File: config.mk
export PLATFORM = sky130hd
export DESIGN_NAME = ssd_time_monitor
export DESIGN_NICKNAME = d
export VERILOG_FILES = /design/src/rtl/ssd_pkg.sv /design/src/rtl/ssd_glyph_dec.sv /design/src/rtl/ssd_time_monitor.sv
export SDC_FILE = /design/constraint.sdc
export NUM_CORES = 1
export LEC_CHECK = 0
export CAP_MARGIN = 10
export CELL_PAD_IN_SITES_DETAIL_PLACEMENT = 1
export CELL_PAD_IN_SITES_GLOBAL_PLACEMENT = 2
export CORE_ASPECT_RATIO = 0.7
export CORE_UTILIZATION = 32
export DETAILED_ROUTE_END_ITERATION = 10
export GPL_TIMING_DRIVEN = 0
export PLACE_DENSITY = 0.75
export RECOVER_POWER = 100
export SYNTH_ARGS = -nofsm -noshare
export SYNTH_HDL_FRONTEND = slang
export SYNTH_SLANG_ARGS = --single-unit
File: constraint.sdc
create_clock -name clk -period 3.46 [get_ports clk]
set_input_delay 0.519 -clock clk [delete_from_list [all_inputs] [get_ports clk]]
set_output_delay 0.519 -clock clk [all_outputs]
set_load 0.02 [all_outputs]
File: src/rtl/ssd_pkg.sv
// ssd_pkg: shared constants for the seven-segment time monitor.
//   - glyph patterns for digits 0..9 (bit6 = segment a ... bit0 = segment g)
//   - code returned for an unrecognised glyph
//   - monitor state encodings
//   - per-digit upper limits used by the range checks
package ssd_pkg;

  localparam logic [6:0] SSD_ZERO  = 7'b1111110;
  localparam logic [6:0] SSD_ONE   = 7'b0110000;
  localparam logic [6:0] SSD_TWO   = 7'b1101101;
  localparam logic [6:0] SSD_THREE = 7'b1111001;
  localparam logic [6:0] SSD_FOUR  = 7'b0110011;
  localparam logic [6:0] SSD_FIVE  = 7'b1011011;
  localparam logic [6:0] SSD_SIX   = 7'b1011111;
  localparam logic [6:0] SSD_SEVEN = 7'b1110000;
  localparam logic [6:0] SSD_EIGHT = 7'b1111111;
  localparam logic [6:0] SSD_NINE  = 7'b1111011;

  localparam logic [3:0] SSD_ILLEGAL = 4'hF;

  localparam logic [1:0] ST_IDLE  = 2'd0;
  localparam logic [1:0] ST_LOCK  = 2'd1;
  localparam logic [1:0] ST_FAULT = 2'd2;

  // Tens of seconds/minutes, hour tens, and hour units when hour tens is 2.
  localparam logic [3:0] LIM_TENS   = 4'd5;
  localparam logic [3:0] LIM_HOUR_H = 4'd2;
  localparam logic [3:0] LIM_HOUR_L = 4'd3;

endpackage

File: src/rtl/ssd_glyph_dec.sv
// ssd_glyph_dec: combinational seven-segment to BCD decoder.
//   seg     in  7  segment pattern (bit6 = a ... bit0 = g)
//   digit   out 4  decoded digit, SSD_ILLEGAL for any non-digit pattern
//   illegal out 1  pattern is not one of the ten digit glyphs
module ssd_glyph_dec
  import ssd_pkg::*;
(
  input  logic [6:0] seg,
  output logic [3:0] digit,
  output logic       illegal
);

  // Pattern match against the ten legal glyphs.
  always_comb begin
    digit   = SSD_ILLEGAL;
    illegal = 1'b1;
    case (seg)
      SSD_ZERO:  begin digit = 4'd0; illegal = 1'b0; end
      SSD_ONE:   begin digit = 4'd1; illegal = 1'b0; end
      SSD_TWO:   begin digit = 4'd2; illegal = 1'b0; end
      SSD_THREE: begin digit = 4'd3; illegal = 1'b0; end
      SSD_FOUR:  begin digit = 4'd4; illegal = 1'b0; end
      SSD_FIVE:  begin digit = 4'd5; illegal = 1'b0; end
      SSD_SIX:   begin digit = 4'd6; illegal = 1'b0; end
      SSD_SEVEN: begin digit = 4'd7; illegal = 1'b0; end
      SSD_EIGHT: begin digit = 4'd8; illegal = 1'b0; end
      SSD_NINE:  begin digit = 4'd9; illegal = 1'b0; end
      default:   begin digit = SSD_ILLEGAL; illegal = 1'b1; end
    endcase
  end

endmodule

File: src/rtl/ssd_time_monitor.sv
// ssd_time_monitor: receive-side checker for a seven-digit segment timer.
//   clk, rst_n        clock, asynchronous active-low reset
//   clr_err           synchronous clear of the sticky seq_err
//   ssd_*             seven segment buses (day, hh, hl, mh, ml, sh, sl)
//   bcd_time          decoded digits {day,hh,hl,mh,ml,sh,sl}
//   time_vld          last frame was legal
//   tick              pulse: frame is exactly one second after the previous
//   glyph_err         pulse: some bus carries a non-digit pattern
//   range_err         pulse: a legal glyph is out of range for its position
//   seq_err           sticky: time jumped to something other than +1 s
//   locked            monitor is in LOCK
//   elapsed_sec       saturating count of confirmed ticks
// Two stages: stage 1 captures the buses, stage 2 decodes, checks and
// registers every output.
module ssd_time_monitor
  import ssd_pkg::*;
#(
  parameter int CNT_W   = 32,
  parameter int DAY_MAX = 9
) (
  input  logic             clk,
  input  logic             rst_n,
  input  logic             clr_err,
  input  logic [6:0]       ssd_day,
  input  logic [6:0]       ssd_hour_h,
  input  logic [6:0]       ssd_hour_l,
  input  logic [6:0]       ssd_min_h,
  input  logic [6:0]       ssd_min_l,
  input  logic [6:0]       ssd_sec_h,
  input  logic [6:0]       ssd_sec_l,
  output logic [27:0]      bcd_time,
  output logic             time_vld,
  output logic             tick,
  output logic             glyph_err,
  output logic             range_err,
  output logic             seq_err,
  output logic             locked,
  output logic [CNT_W-1:0] elapsed_sec
);

  localparam logic [3:0] DAY_MAX_L = 4'(DAY_MAX);

  // +1 s increment with every carry applied; day wraps at DAY_MAX.
  function automatic logic [27:0] succ_time(input logic [27:0] t);
    logic [3:0] dy, hh, hl, mh, ml, sh, sl;
    logic       c;
    {dy, hh, hl, mh, ml, sh, sl} = t;
    if (sl == 4'd9) begin sl = 4'd0; c = 1'b1; end
    else begin sl = sl + 4'd1; c = 1'b0; end
    if (c) begin
      if (sh == LIM_TENS) begin sh = 4'd0; c = 1'b1; end
      else begin sh = sh + 4'd1; c = 1'b0; end
    end else begin
      c = 1'b0;
    end
    if (c) begin
      if (ml == 4'd9) begin ml = 4'd0; c = 1'b1; end
      else begin ml = ml + 4'd1; c = 1'b0; end
    end else begin
      c = 1'b0;
    end
    if (c) begin
      if (mh == LIM_TENS) begin mh = 4'd0; c = 1'b1; end
      else begin mh = mh + 4'd1; c = 1'b0; end
    end else begin
      c = 1'b0;
    end
    // Hours run 00..23; 23 rolls to 00 and carries into the day.
    if (c) begin
      if (hh == LIM_HOUR_H && hl == LIM_HOUR_L) begin hh = 4'd0; hl = 4'd0; c = 1'b1; end
      else if (hl == 4'd9) begin hl = 4'd0; hh = hh + 4'd1; c = 1'b0; end
      else begin hl = hl + 4'd1; c = 1'b0; end
    end else begin
      c = 1'b0;
    end
    if (c) begin
      if (dy == DAY_MAX_L) dy = 4'd0;
      else dy = dy + 4'd1;
    end else begin
      dy = dy;
    end
    return {dy, hh, hl, mh, ml, sh, sl};
  endfunction

  logic [48:0]      cap_d, cap_q;
  logic             cap_vld_d, cap_vld_q;
  logic [3:0]       dig_s [7];
  logic [6:0]       ill_s;
  logic [27:0]      frame_s, succ_p_s;
  logic             any_ill_s, rng_s, legal_s, seq_det_s;
  logic [1:0]       state_d, state_q;
  logic [27:0]      p_d, p_q;
  logic [27:0]      bcd_time_d, bcd_time_q;
  logic             time_vld_d, time_vld_q;
  logic             tick_d, tick_q;
  logic             glyph_err_d, glyph_err_q;
  logic             range_err_d, range_err_q;
  logic             seq_err_d, seq_err_q;
  logic             locked_d, locked_q;
  logic [CNT_W-1:0] elapsed_d, elapsed_q;

  // Stage 1 capture; cap_vld marks that a real frame has been sampled since
  // reset, so the cleared capture register is never judged as a bad frame.
  always_comb begin
    cap_d     = {ssd_day, ssd_hour_h, ssd_hour_l, ssd_min_h, ssd_min_l, ssd_sec_h, ssd_sec_l};
    cap_vld_d = 1'b1;
  end

  for (genvar gi = 0; gi < 7; gi++) begin : g_dec
    ssd_glyph_dec u_dec (
      .seg     (cap_q[gi*7 +: 7]),
      .digit   (dig_s[gi]),
      .illegal (ill_s[gi])
    );
  end

  // Range checks only apply to digits whose glyph decoded cleanly.
  always_comb begin
    frame_s   = {dig_s[6], dig_s[5], dig_s[4], dig_s[3], dig_s[2], dig_s[1], dig_s[0]};
    any_ill_s = |ill_s;
    rng_s     = (!ill_s[1] && (dig_s[1] > LIM_TENS))
              | (!ill_s[3] && (dig_s[3] > LIM_TENS))
              | (!ill_s[5] && (dig_s[5] > LIM_HOUR_H))
              | (!ill_s[5] && !ill_s[4] && (dig_s[5] == LIM_HOUR_H) && (dig_s[4] > LIM_HOUR_L))
              | (!ill_s[6] && (dig_s[6] > DAY_MAX_L));
    legal_s   = !any_ill_s && !rng_s;
    succ_p_s  = succ_time(p_q);
  end

  // Stage 2: state machine, prev-frame tracking, flags and tick counter.
  always_comb begin
    state_d     = state_q;
    p_d         = p_q;
    bcd_time_d  = bcd_time_q;
    time_vld_d  = time_vld_q;
    tick_d      = 1'b0;
    glyph_err_d = 1'b0;
    range_err_d = 1'b0;
    seq_det_s   = 1'b0;
    if (cap_vld_q) begin
      bcd_time_d  = frame_s;
      time_vld_d  = legal_s;
      glyph_err_d = any_ill_s;
      range_err_d = rng_s;
      if (!legal_s) begin
        state_d = ST_IDLE;
      end else begin
        case (state_q)
          ST_IDLE: begin
            p_d     = frame_s;
            state_d = ST_LOCK;
          end
          ST_LOCK, ST_FAULT: begin
            if (frame_s == p_q) begin
              p_d = p_q;
            end else if (frame_s == succ_p_s) begin
              tick_d = 1'b1;
              p_d    = frame_s;
            end else begin
              seq_det_s = 1'b1;
              p_d       = frame_s;
              state_d   = ST_FAULT;
            end
          end
          default: state_d = ST_IDLE;
        endcase
      end
    end else begin
      state_d = state_q;
    end
    // A fresh detection on the same edge beats the clear.
    if (seq_det_s) seq_err_d = 1'b1;
    else if (clr_err) seq_err_d = 1'b0;
    else seq_err_d = seq_err_q;
    if (state_d == ST_FAULT && !seq_det_s && clr_err) state_d = ST_LOCK;
    else state_d = state_d;
    if (tick_d && (elapsed_q != {CNT_W{1'b1}})) elapsed_d = elapsed_q + {{(CNT_W-1){1'b0}}, 1'b1};
    else elapsed_d = elapsed_q;
    locked_d = (state_d == ST_LOCK);
  end

  // All pipeline state, cleared asynchronously.
  always_ff @(posedge clk or negedge rst_n) begin
    if (!rst_n) begin
      cap_q       <= 49'd0;
      cap_vld_q   <= 1'b0;
      state_q     <= ST_IDLE;
      p_q         <= 28'd0;
      bcd_time_q  <= 28'd0;
      time_vld_q  <= 1'b0;
      tick_q      <= 1'b0;
      glyph_err_q <= 1'b0;
      range_err_q <= 1'b0;
      seq_err_q   <= 1'b0;
      locked_q    <= 1'b0;
      elapsed_q   <= {CNT_W{1'b0}};
    end else begin
      cap_q       <= cap_d;
      cap_vld_q   <= cap_vld_d;
      state_q     <= state_d;
      p_q         <= p_d;
      bcd_time_q  <= bcd_time_d;
      time_vld_q  <= time_vld_d;
      tick_q      <= tick_d;
      glyph_err_q <= glyph_err_d;
      range_err_q <= range_err_d;
      seq_err_q   <= seq_err_d;
      locked_q    <= locked_d;
      elapsed_q   <= elapsed_d;
    end
  end

  assign bcd_time    = bcd_time_q;
  assign time_vld    = time_vld_q;
  assign tick        = tick_q;
  assign glyph_err   = glyph_err_q;
  assign range_err   = range_err_q;
  assign seq_err     = seq_err_q;
  assign locked      = locked_q;
  assign elapsed_sec = elapsed_q;

endmodule

==> reports/metrics.yaml <==
route:
  wl_um: 30700
  antenna_left: 0
  first_pass_iters: 5
  drt-initial-drc-count: 480
  drt_drc_violations_left: 0
  vias_per_cell: 5.43
  wire_per_inst_um: 20.5
  num_vias: 8138
job:
  drv_cap: 0
min_path:
  hold_path_class: "reg2reg"
  hold_depth: 1
cells_and_area:
  antennaDiodeCount: 0
  final_cell_mix: "125 x dfrtp_1, 109 x dlygate4sd3_1, 65 x buf_4, 63 x nor2_1, 53 x xnor2_1"
  final_common_cell: "dfrtp_1"
  final_nets: 1188
  utilization_pct: 47.3
  layout-drive-gt1-share_pct: 28.4
  area_growth_pct: 44.5
timing:
  fin_crit_sh_pct: 107
  rsz0062_at_grt: "yes"
  fmax_ghz: 0.270
  min_period_ps: 3710
  fin_ws_ps: -247
  worst_pin_slew_ps: 1380
  finalSetupViolations: 61
  setup_tns_ps: -8300
  clock_skew_ps: 8.92
  slew-limit-headroom_pct: 8.22
  worst_hold_slack_ps: 480
  hold_viol_final: 0
  report.final.slew_viol_count: 0
floorplanning:
  fp-row-count: 50
  die_height_um: 141
  start_util_pct: 32.7
  io_pins: 118
  core_um2: 26900
  dieArea_um2: 28200
  die_x_um: 200
grt:
  grt_pass1_vias: 8070
  antenna_found_initial: 0
  grt-ovfl-total: 0
  grt_pass1_wl_um: 47700
  grt_start_max_net_pins: 95
  grt_use_total_pct: 21.8
placed_design:
  gp_congestion: 0.872
  port_buffers: 117
  dpl.hpwl_um: 21100
  post-place-ws_ps: -1460
power_and_ir_drop:
  intPower_mw: 3.09
  power.switching_mw: 1.06
  p_leak_nw: 5.06
  pwr-share-clk_pct: 46.3
  power_density_nw_per_um2: 326
  p_total_mw: 4.15
  ir_drop_v: 0.000300
  seqPwrFrac_pct: 43.8
  p_comb_share_pct: 9.9
  p_sw_share_pct: 25.5
clock_tree:
  cts_tree: "done"
  numCtsBuffers: 17
  cts_htree_levels: 4
  clk_pin_slew_worst_paths_ps: 70
  cts_root_buf: "clkbuf_16"
  clkSinkCount: 146
  clock_latency_ps: 440
  ctsLongestPathBuffers: 2
worst_setup_path:
  cp.required_ps: 3820
  path_class: "reg2reg"
  rr_worst_depth: 11
  crit_fanout: 4
  cp-start-kind: "flip-flop"
  cp.arrival_ps: 4070
  endpoint_kind: "flip-flop"
synth:
  synthCells: 919
  async_flop_share_pct: 100
  synth.avg_cell_area_um2: 9.58
  synth.yosys.seq_area_share_pct: 41.5
  synth-seq-cells: 146
  synthesis.nets: 984
  synth.cell_area_um2: 8810
  ys_types: 86
  synth_edf_count: 0
  ys.flop_type: "dfrtp_1"
  yosys_warnings: 0
outcome:
  violations: "negative setup slack"
  outcome: "complete, but fails checks"
per-layer routing:
metal  up-vias  wire, um  GRT usage (%)
met5         -         0              0
met4         0       318           4.98
met3        27      1490           4.58
met2       170     13200           31.5
met1      4143     15700           33.0
li1       3798         -              -
cells in the mapped netlist, types with 4 or more instances:
| master | number | share of area [%] |
|---|---|---|
| buf_2 | 18 | 1.0 |
| o32ai_1 | 6 | 0.60 |
| o22ai_1 | 6 | 0.43 |
| nor3b_1 | 7 | 0.60 |
| a21o_1 | 8 | 0.68 |
| and2_1 | 14 | 0.99 |
| mux2_2 | 23 | 2.9 |
| nand3_1 | 52 | 3.0 |
| xnor2_1 | 60 | 6.0 |
| o21ai_0 | 26 | 1.5 |
| nand2_1 | 41 | 1.7 |
| a211o_1 | 5 | 0.50 |
| nor3_1 | 30 | 1.7 |
| nand2b_1 | 13 | 0.92 |
| dfrtp_1 | 146 | 41 |
| xor2_1 | 18 | 1.8 |
| clkbuf_1 | 27 | 1.2 |
| mux2i_1 | 20 | 2.3 |
| ha_1 | 13 | 1.8 |
| and3_1 | 23 | 1.6 |
| nand4_1 | 36 | 2.6 |
| nor4_1 | 10 | 0.71 |
| nand4bb_1 | 4 | 0.51 |
| o21a_1 | 4 | 0.34 |
| a22oi_1 | 5 | 0.43 |
| o211ai_1 | 5 | 0.43 |
| nand4b_1 | 11 | 1.1 |
| or3b_1 | 4 | 0.40 |
| o21ai_1 | 6 | 0.34 |
| or2_2 | 4 | 0.28 |
| nor2b_1 | 5 | 0.36 |
| nor2_1 | 70 | 3.0 |
| a31oi_1 | 13 | 0.92 |
| nand3b_1 | 12 | 1.0 |
| inv_1 | 31 | 1.3 |
| o2111ai_1 | 4 | 0.40 |
| a21oi_1 | 47 | 2.7 |
| or4_1 | 4 | 0.34 |
| a211oi_1 | 6 | 0.51 |
| and3b_1 | 6 | 0.60 |
| or3_1 | 8 | 0.57 |
through the flow:
stage,cell area (um2),std cells
6_report,12700,1498
2_1_floorplan,8870,919
4_1_cts,12200,1472
3_5_place_dp,10500,1401
3_3_place_gp,10500,1400
5_1_grt,12700,1498
area by class of cell:
class	instances	area [um2]
clock buffers	20	457
fillers	2991	14200
flip-flops and latches	146	3680
clock inverters	10	134
plain buffers	35	268
multi-input cells	694	5730
inverters	31	116
repair buffers	198	1880
well taps	364	455
power by group through the flow:
stage,Sequential [mW],Combinational (mW),Clock (mW)
floorplan,1.84,0.172,0
CTS,1.81,0.424,1.98
global placement,1.83,0.388,0
detailed placement,1.83,0.397,0
global route,1.83,0.443,2.06
finish,1.82,0.409,1.92
critical path: stages (launching register included):
cell,delay [ps]
dfrtp_2,440
nor4_4,370
nand4_1,260
buf_4,220
nor4_4,180
xor2_2,220
xnor2_2,180
or2b_4,300
or4_4,520
or4_4,550
nor3_4,220
xor2_1,170
path summary, 6_finish.rpt:
| kind | from | to | slack (ps) |
|---|---|---|---|
| min | time_vld$_DFFE_PN0P_ | time_vld$_DFFE_PN0P_ | 480 |
| max | p_q[23]$_DFFE_PN0P_ | elapsed_sec[6]$_DFFE_PN0P_ | -250 |
| max in group asynchronous | rst_n | cap_q[42]$_DFF_PN0_ | 300 |
| min reg2reg | time_vld$_DFFE_PN0P_ | time_vld$_DFFE_PN0P_ | 480 |
| min in group asynchronous | rst_n | cap_q[29]$_DFF_PN0_ | 930 |
| max reg2reg | p_q[23]$_DFFE_PN0P_ | elapsed_sec[6]$_DFFE_PN0P_ | -250 |
flip-flops by register name (all words and copies together) (netlist names), 2 cells and up:
name         cells
bcd_time        28
cap_q           49
elapsed_sec     32
p_q             28
state_q          2
repair_timing:
| item | 4_1_cts | 5_1_grt |
|---|---|---|
| endpoints found under the setup margin | 65 | 65 |
| pin swaps | 52 | 35 |
| setup buffers | 42 | 34 |
| gates cloned | 3 | 0 |
| hold endpoints to repair | 2 | 0 |
| resized for setup | 145 | 98 |
| hold buffers | 1 | 0 |
logic make-up (layout without fill, tap and decap cells):
family,count (synthesis),in the layout,share of synthesized area (%)
and+or+nand+nor,383,383,25.8
AOI/OAI and AO/OA,174,174,13.8
DFF,146,146,41.5
xor gates and xnor gates,79,79,8.01
buffers and inverters,79,294,3.75
muxes,44,44,5.34
adders and majority gates,13,13,1.85
other,1,1,0.0426
No activity file was read; power rests on OpenSTA's default activity.
